File: src/rtl/sram_1rw_req_ctrl.sv
// Request front-end for a 1RW synchronous SRAM macro with 1-cycle registered read data.
// Drives the macro pins combinationally on accept and returns read data in order through a small fall-through FIFO.
module sram_1rw_req_ctrl #(
   parameter int BITS       = 256,
   parameter int ADDR_WIDTH = 12,
   parameter int RSP_DEPTH  = 2
) (
   input  logic                  clk,
   input  logic                  rst,
   input  logic                  req_valid,
   output logic                  req_ready,
   input  logic                  req_we,
   input  logic [ADDR_WIDTH-1:0] req_addr,
   input  logic [BITS-1:0]       req_wdata,
   input  logic [BITS-1:0]       req_wmask,
   output logic                  rsp_valid,
   input  logic                  rsp_ready,
   output logic [BITS-1:0]       rsp_rdata,
   output logic                  sram_ce,
   output logic                  sram_we,
   output logic [ADDR_WIDTH-1:0] sram_addr,
   output logic [BITS-1:0]       sram_wd,
   output logic [BITS-1:0]       sram_wmask,
   input  logic [BITS-1:0]       sram_rd
);

   localparam int PTR_W = (RSP_DEPTH > 1) ? $clog2(RSP_DEPTH) : 1;
   localparam int CNT_W = $clog2(RSP_DEPTH + 1);
   localparam logic [CNT_W:0]   DEPTH_OCC = (CNT_W + 1)'(RSP_DEPTH);
   localparam logic [PTR_W-1:0] LAST_PTR  = PTR_W'(RSP_DEPTH - 1);

   logic [BITS-1:0]  fifo_mem [RSP_DEPTH];
   logic [PTR_W-1:0] wr_ptr;
   logic [PTR_W-1:0] rd_ptr;
   logic [CNT_W-1:0] count;
   logic             rd_pend;
   logic [CNT_W:0]   occupancy;
   logic             fire;
   logic             fifo_empty;
   logic             push;
   logic             pop;

   function automatic logic [PTR_W-1:0] next_ptr(input logic [PTR_W-1:0] p);
      return (p == LAST_PTR) ? '0 : p + 1'b1;
   endfunction

   // A pending read already owns a slot, so accepting only below depth makes overflow impossible.
   assign occupancy  = {1'b0, count} + {{CNT_W{1'b0}}, rd_pend};
   assign req_ready  = !rst && (occupancy < DEPTH_OCC);
   assign fire       = req_valid && req_ready;

   assign sram_ce    = fire;
   assign sram_we    = fire && req_we;
   assign sram_addr  = fire ? req_addr  : '0;
   assign sram_wd    = fire ? req_wdata : '0;
   assign sram_wmask = fire ? req_wmask : '0;

   assign fifo_empty = (count == '0);
   assign rsp_valid  = rd_pend || !fifo_empty;
   assign rsp_rdata  = fifo_empty ? sram_rd : fifo_mem[rd_ptr];
   // Fresh data bypasses the FIFO only when nothing older is queued and the consumer takes it now.
   assign push       = rd_pend && !(fifo_empty && rsp_ready);
   assign pop        = !fifo_empty && rsp_ready;

   always_ff @(posedge clk or posedge rst) begin
      if (rst) begin
         rd_pend <= 1'b0;
         count   <= '0;
         wr_ptr  <= '0;
         rd_ptr  <= '0;
      end else begin
         rd_pend <= fire && !req_we;
         if (push) wr_ptr <= next_ptr(wr_ptr);
         if (pop)  rd_ptr <= next_ptr(rd_ptr);
         case ({push, pop})
            2'b10:   count <= count + 1'b1;
            2'b01:   count <= count - 1'b1;
            default: count <= count;
         endcase
      end
   end

   always_ff @(posedge clk) begin
      if (push) fifo_mem[wr_ptr] <= sram_rd;
   end

endmodule

File: config.mk
export PLATFORM = sky130hd
export DESIGN_NAME = sram_1rw_req_ctrl
export DESIGN_NICKNAME = d
export VERILOG_FILES = /design/src/rtl/sram_1rw_req_ctrl.sv
export SDC_FILE = /design/constraint.sdc
export NUM_CORES = 1
export LEC_CHECK = 0
export ABC_AREA = 1
export CELL_PAD_IN_SITES_DETAIL_PLACEMENT = 0
export CELL_PAD_IN_SITES_GLOBAL_PLACEMENT = 2
export CORE_AREA = 4 4 611 613
export CTS_BUF_LIST = sky130_fd_sc_hd__clkbuf_2 sky130_fd_sc_hd__clkbuf_4 sky130_fd_sc_hd__clkbuf_8
export DETAILED_ROUTE_END_ITERATION = 8
export DIE_AREA = 0 0 615 617
export PLACE_DENSITY = 0.42
export SKIP_CTS_REPAIR_TIMING = 1
export SLEW_MARGIN = 20
export SYNTH_ARGS = -nofsm -noshare
export SYNTH_HDL_FRONTEND = slang
export SYNTH_SLANG_ARGS = --single-unit
File: constraint.sdc
create_clock -name clk -period 24.6 [get_ports clk]
set_input_delay 3.69 -clock clk [delete_from_list [all_inputs] [get_ports clk]]
set_output_delay 3.69 -clock clk [all_outputs]
set_load 0.005 [all_outputs]
## Word-level counts from Yosys, hierarchy flattened

Memories as Yosys holds them, arrays and structs flattened.
Index checks and enable logic that the tools add are counted.

- Add/subtract/negate cells: 5
- Order comparisons: 1
- Eq/ne operators: 2
- Mux-type cells: 9
- Reductions and logical operators: 14

Operators by type and width:

| operator | count |
|---|---|
| $mux W256 | 3 |
| $mux W12 | 1 |
| $logic_and A1 B1 Y1 | 7 |
| $logic_not A1 Y1 | 4 |
| $mux W1 | 4 |
| $pmux W2 S2 | 1 |
| $add A2 B1 Y3 | 1 |
| $lt A3 B2 Y1 const B | 1 |
| $add A1 B1 Y1 const B | 2 |
| $add A2 B1 Y2 const B | 1 |
| $eq A2 B1 Y1 const B | 1 |
| $eq A2 B2 Y1 const B | 1 |
| $logic_not A2 Y1 | 1 |
| $reduce_bool A2 Y1 | 1 |
| $sub A2 B1 Y2 const B | 1 |
| $logic_or A1 B1 Y1 | 1 |

- Bits in registers: 5
- Memory bits (writable): 512
- Output and inout bits: 784
- Word-level logic and storage cells: 36
- Memories: 1

Memory list:

| memory | words | width | read ports | clocked after Yosys merged registers in | wr ports | line | text |
|---|---|---|---|---|---|---|---|
| fifo_mem | 2 | 256 | 1 | 0 | 1 | 32 | `logic [BITS-1:0] fifo_mem [RSP_DEPTH];` |

## Logic depth before layout (Yosys ltp)

- Depth after elaboration: 6
- Gate-level depth with buffers: 9
- Mapped depth without buffers: 9

## Worst setup path before layout

No wires, ideal clock.

- Path kind: input -> register
- From: input rsp_ready
- To: memory fifo_mem[1][0] (enable)
- Data arrival time: 14.448 ns
- Path slack: 9.275 ns
- Stages: 3
- Path through: nand2_1 > nand2_1 > nor2_1

- Cells in the longest elaborated chain, start to end: 5

Ends and longest elaborated chain:

| what | line | text |
|---|---|---|
| from (decl) | 17 | `input logic rsp_ready,` |
| $logic_and A1 B1 Y1 | 62 | `assign push = rd_pend && !(fifo_empty && rsp_ready);` |
| $logic_not A1 Y1 | 62 |  |
| $logic_and A1 B1 Y1 | 62 |  |
| $mux W1 | 84 | `if (push) fifo_mem[wr_ptr] <= sram_rd;` |
| $mux W1 (not written as such) | 84 |  |
| to (decl) | 32 |  |

Every way passes these cells.

## Worst setup path after layout

- From: input rst
- To: output sram_wd[232]

- Cells in the longest elaborated chain, start to end: 4

Ends and longest elaborated chain:

| what | line | text |
|---|---|---|
| from (decl) | 9 | `input logic rst,` |
| $logic_not A1 Y1 (no source line) | -- |  |
| $logic_and A1 B1 Y1 | 49 | `assign req_ready = !rst && (occupancy < DEPTH_OCC);` |
| $logic_and A1 B1 Y1 | 50 | `assign fire = req_valid && req_ready;` |
| $mux W256 | 55 | `assign sram_wd = fire ? req_wdata : '0;` |
| to (decl) | 22 | `output logic [BITS-1:0] sram_wd,` |

Every way passes these cells.

==> results.json <==
{
  "run_status": "finished clean",
  "final_antenna_net_count": 0,
  "final_nets": 5643,
  "cts_root_buf": "sky130_fd_sc_hd__clkbuf_8",
  "worst_path_max_delay_cell": "sky130_fd_sc_hd__buf_4",
  "holdCritStartpoint": "wr_ptr",
  "synth.net_count": 4096,
  "grt-ovfl-total": 0,
  "max_clock_freq_ghz": 0.0869,
  "finalSetupTns_ns": 0,
  "route.detailed.drc": 0,
  "worst_slew_margin_rel_pct": 24.1,
  "die_area_um2": 379000,
  "worst_path_dominant_cell_family": "buffers and inverters",
  "synth_mux_area_share_pct": 0,
  "wirelength_per_cell_um": 35.7,
  "detailed_router_s_first_iteration_violation_count": 2048,
  "top_level_ports": 1569,
  "timing.reg2reg.worst_path_depth": 11,
  "fraction_of_registers_with_async_set_or_reset_after_synthesis_pct": 0.967,
  "start_util_pct": 7.12,
  "finalHoldWorstSlack_ns": 0.489,
  "synth_fa_ha_area_share_pct": 0.0478,
  "ys_top_cells_by_count": "sky130_fd_sc_hd__nor2_1, sky130_fd_sc_hd__nand2_1, sky130_fd_sc_hd__inv_1",
  "finalHoldViolations": 0,
  "worstSkewPairLatency_ns": 0.95,
  "synth_top_area_share_pct": 58.7,
  "reg2reg_from": "count[0]",
  "layout_worst_path_cycle_share_pct": 46.8,
  "synthToLayoutAreaGrowth_pct": 89.6,
  "fp.coreArea_um2": 368000,
  "vias": 29300,
  "worst-path-buf-inv": 6,
  "preCtsSetupSlack_ns": 12.85,
  "cellPowerDensity_nw_per_um2": 88.9,
  "post-place-cells": 9579,
  "ratio_of_cells_with_drive_above_1_in_the_final_layout_pct": 4.10,
  "dominant_combinational_cell_family_by_area_after_synthesis": "simple AND/OR/NAND/NOR gates",
  "post_synthesis_share_of_cell_area_spent_on_and_or_nand_and_nor_gates_pct": 29.9,
  "grt_first_pass_wirelength_um": 416000,
  "synth_compound_area_share_pct": 0.0191,
  "tritoncts": "built",
  "worst_setup_path_end_kind": "output port",
  "worst-r2r-setup-slack_ns": 18.22,
  "cts_made_buffers": 112,
  "postRouteWirelength_um": 352000,
  "die_width_um": 615,
  "grt_use_total_pct": 17.7,
  "synth_cells": 3310,
  "place.detailed.hpwl_um": 307000,
  "grt_setup_unrepaired": "no",
  "worst_setup_hold_path_clk_slew_ns": 0.06,
  "whs_path_depth": 2,
  "synth_area_leader_cell": "sky130_fd_sc_hd__edfxtp_1",
  "layout.area.seq_um2": 15500,
  "static-leakage-power_nw": 19.6,
  "synth.yosys.warnings": 0,
  "skew_ns": 0.0956,
  "worst_path_most_repeated_cell": "sky130_fd_sc_hd__buf_4",
  "layout.cells.non_filler": 9844,
  "rows": 223,
  "placed_cell_area_um2": 47400,
  "peakVddDrop_mv": 0.0426,
  "postLayoutCellArea_um2": 49700,
  "critical_path_depth": 8,
  "report.final.setup_viol": 0,
  "fillCellCount": 42100,
  "critPathArrivalTime_ns": 7.82,
  "mappedNetlistArea_um2": 26200,
  "path_cells": "clkdlybuf4s50_1 > inv_1 > nand4_1 > buf_4 > buf_4 > buf_4 > nor2_1 > clkdlybuf4s50_1",
  "synth.lib_cells_used.distinct": 17,
  "worstPathMaxFanout": 77,
  "post_synth_xor_area_fraction_pct": 0.0334,
  "cts.htree.levels": 3,
  "synth_enable_flop_cells": 512,
  "power_mw": 4.42,
  "post-synth-top-count-cell": "sky130_fd_sc_hd__nor2_1",
  "grt_antenna_before_repair": 313,
  "timing.hold.worst_endpoint": "wr_ptr",
  "hold_class": "flip-flop to flip-flop",
  "timing.final.ws_setup_ns": 13.09,
  "timing.critical_path.slowest_cell_delay_ns": 0.93,
  "timing.critical_path.from_type": "input pin",
  "gp_routability_congestion": 1.04,
  "finalCoreUtilization_pct": 13.5,
  "cts.sinks": 517,
  "multi_input_area_um2": 7870,
  "ys.flop_type": "sky130_fd_sc_hd__edfxtp_1",
  "viasPerCell": 2.98,
  "cells_taking_the_most_area_after_synthesis": "sky130_fd_sc_hd__edfxtp_1, sky130_fd_sc_hd__nor2_1, sky130_fd_sc_hd__nand2_1",
  "slew_viol_final": 0,
  "die_h_um": 617,
  "drt_pass1_iterations": 5,
  "max_cap_viol_count": 0,
  "cp_data_required_time_ns": 20.91,
  "worstSetupPathType": "input pin to output port",
  "seq_area_frac_synth_pct": 59.2,
  "worst_pin_slew_ns": 1.14,
  "port-buffer-count": 1568,
  "critical_path.reg2reg.endpoint": "fifo_mem[1][184]",
  "yosys_register_bits": 517,
  "grt_max_degree": 104,
  "cts_buffer_depth": 4,
  "mean_instance_size_in_the_synthesized_netlist_um2": 7.91,
  "minimum_clock_period_after_layout_ns": 11.51,
  "first_global_vias": 28000
}
[where the power goes]
group / leakage, nW / internal (mW) / total (mW) / switching [mW]
Sequential: 4.69 / 1.03 / 1.05 / 0.0246
Clock: 1.07 / 0.484 / 0.917 / 0.434
Combinational: 13.9 / 0.962 / 2.45 / 1.49
Total: 19.6 / 2.47 / 4.42 / 1.94
[state kept, by name, indices dropped and copies added (netlist names)]
register  count
fifo_mem    512
count         2
rd_pend       1
rd_ptr        1
wr_ptr        1
[tightest hold or removal path, stage by stage (launching register included)]
cell and delay (ns):
sky130_fd_sc_hd__dfrtp_1 0.35, sky130_fd_sc_hd__nand2_1 0.06, sky130_fd_sc_hd__nand2_1 0.05
[area by class of cell]
cell class                      count  area share [%]
Timing Repair Buffer             1604            32.2
Multi-Input combinational cell   2085            15.8
Clock inverter                     45           0.519
Inverter                          537            4.10
Clock buffer                      142            3.56
Sequential cell                   517            31.2
Tap cell                         4837            12.2
Antenna cell                       77           0.388
[worst max path at each step]
stage,from,end,slack (ns)
floorplan,rsp_ready,fifo_mem[1][0],9.28
global placement,rst,sram_wmask[204],12.87
detailed placement,rst,sram_wmask[200],12.85
CTS,rst,sram_wmask[200],12.83
global route,rst,sram_wd[251],12.88
finish,rst,sram_wd[232],13.09
[metal layers]
layer	vias up	share of wire [%]	wire length, um	global-route usage (%)
met4	60	2.7	9660	3.97
met3	627	6.0	21000	3.48
met2	1551	46	162000	29.0
met5	-	0.11	397	0
met1	14100	45	158000	23.8
li1	13000	-	-	-
[layout by cell type (no fill, tap or decap), types with 2 or more instances in the layout]
master                            count
sky130_fd_sc_hd__clkdlybuf4s50_1   1568
sky130_fd_sc_hd__nor2_1            1295
sky130_fd_sc_hd__nand2_1            779
sky130_fd_sc_hd__inv_1              534
sky130_fd_sc_hd__edfxtp_1           512
sky130_fd_sc_hd__clkbuf_8           112
sky130_fd_sc_hd__diode_2             77
sky130_fd_sc_hd__buf_4               34
sky130_fd_sc_hd__clkbuf_4            30
sky130_fd_sc_hd__clkinv_1            28
sky130_fd_sc_hd__clkinv_2            10
sky130_fd_sc_hd__inv_8                4
sky130_fd_sc_hd__dfrtp_1              4
sky130_fd_sc_hd__nand3_1              3
sky130_fd_sc_hd__clkinvlp_4           3
sky130_fd_sc_hd__nand4_1              2
sky130_fd_sc_hd__nor2_4               2
sky130_fd_sc_hd__bufinv_16            2
[cell families (layout without fill, tap and decap cells)]
family / count (synthesis) / in the layout
other: 0 / 77
buffers and inverters: 708 / 2328
xor gates and xnor gates: 1 / 1
AOI/OAI and AO/OA: 1 / 1
adders and majority gates: 1 / 1
DFF: 517 / 517
and+or+nand+nor: 2082 / 2082
Power figures use the tool's default switching activity.
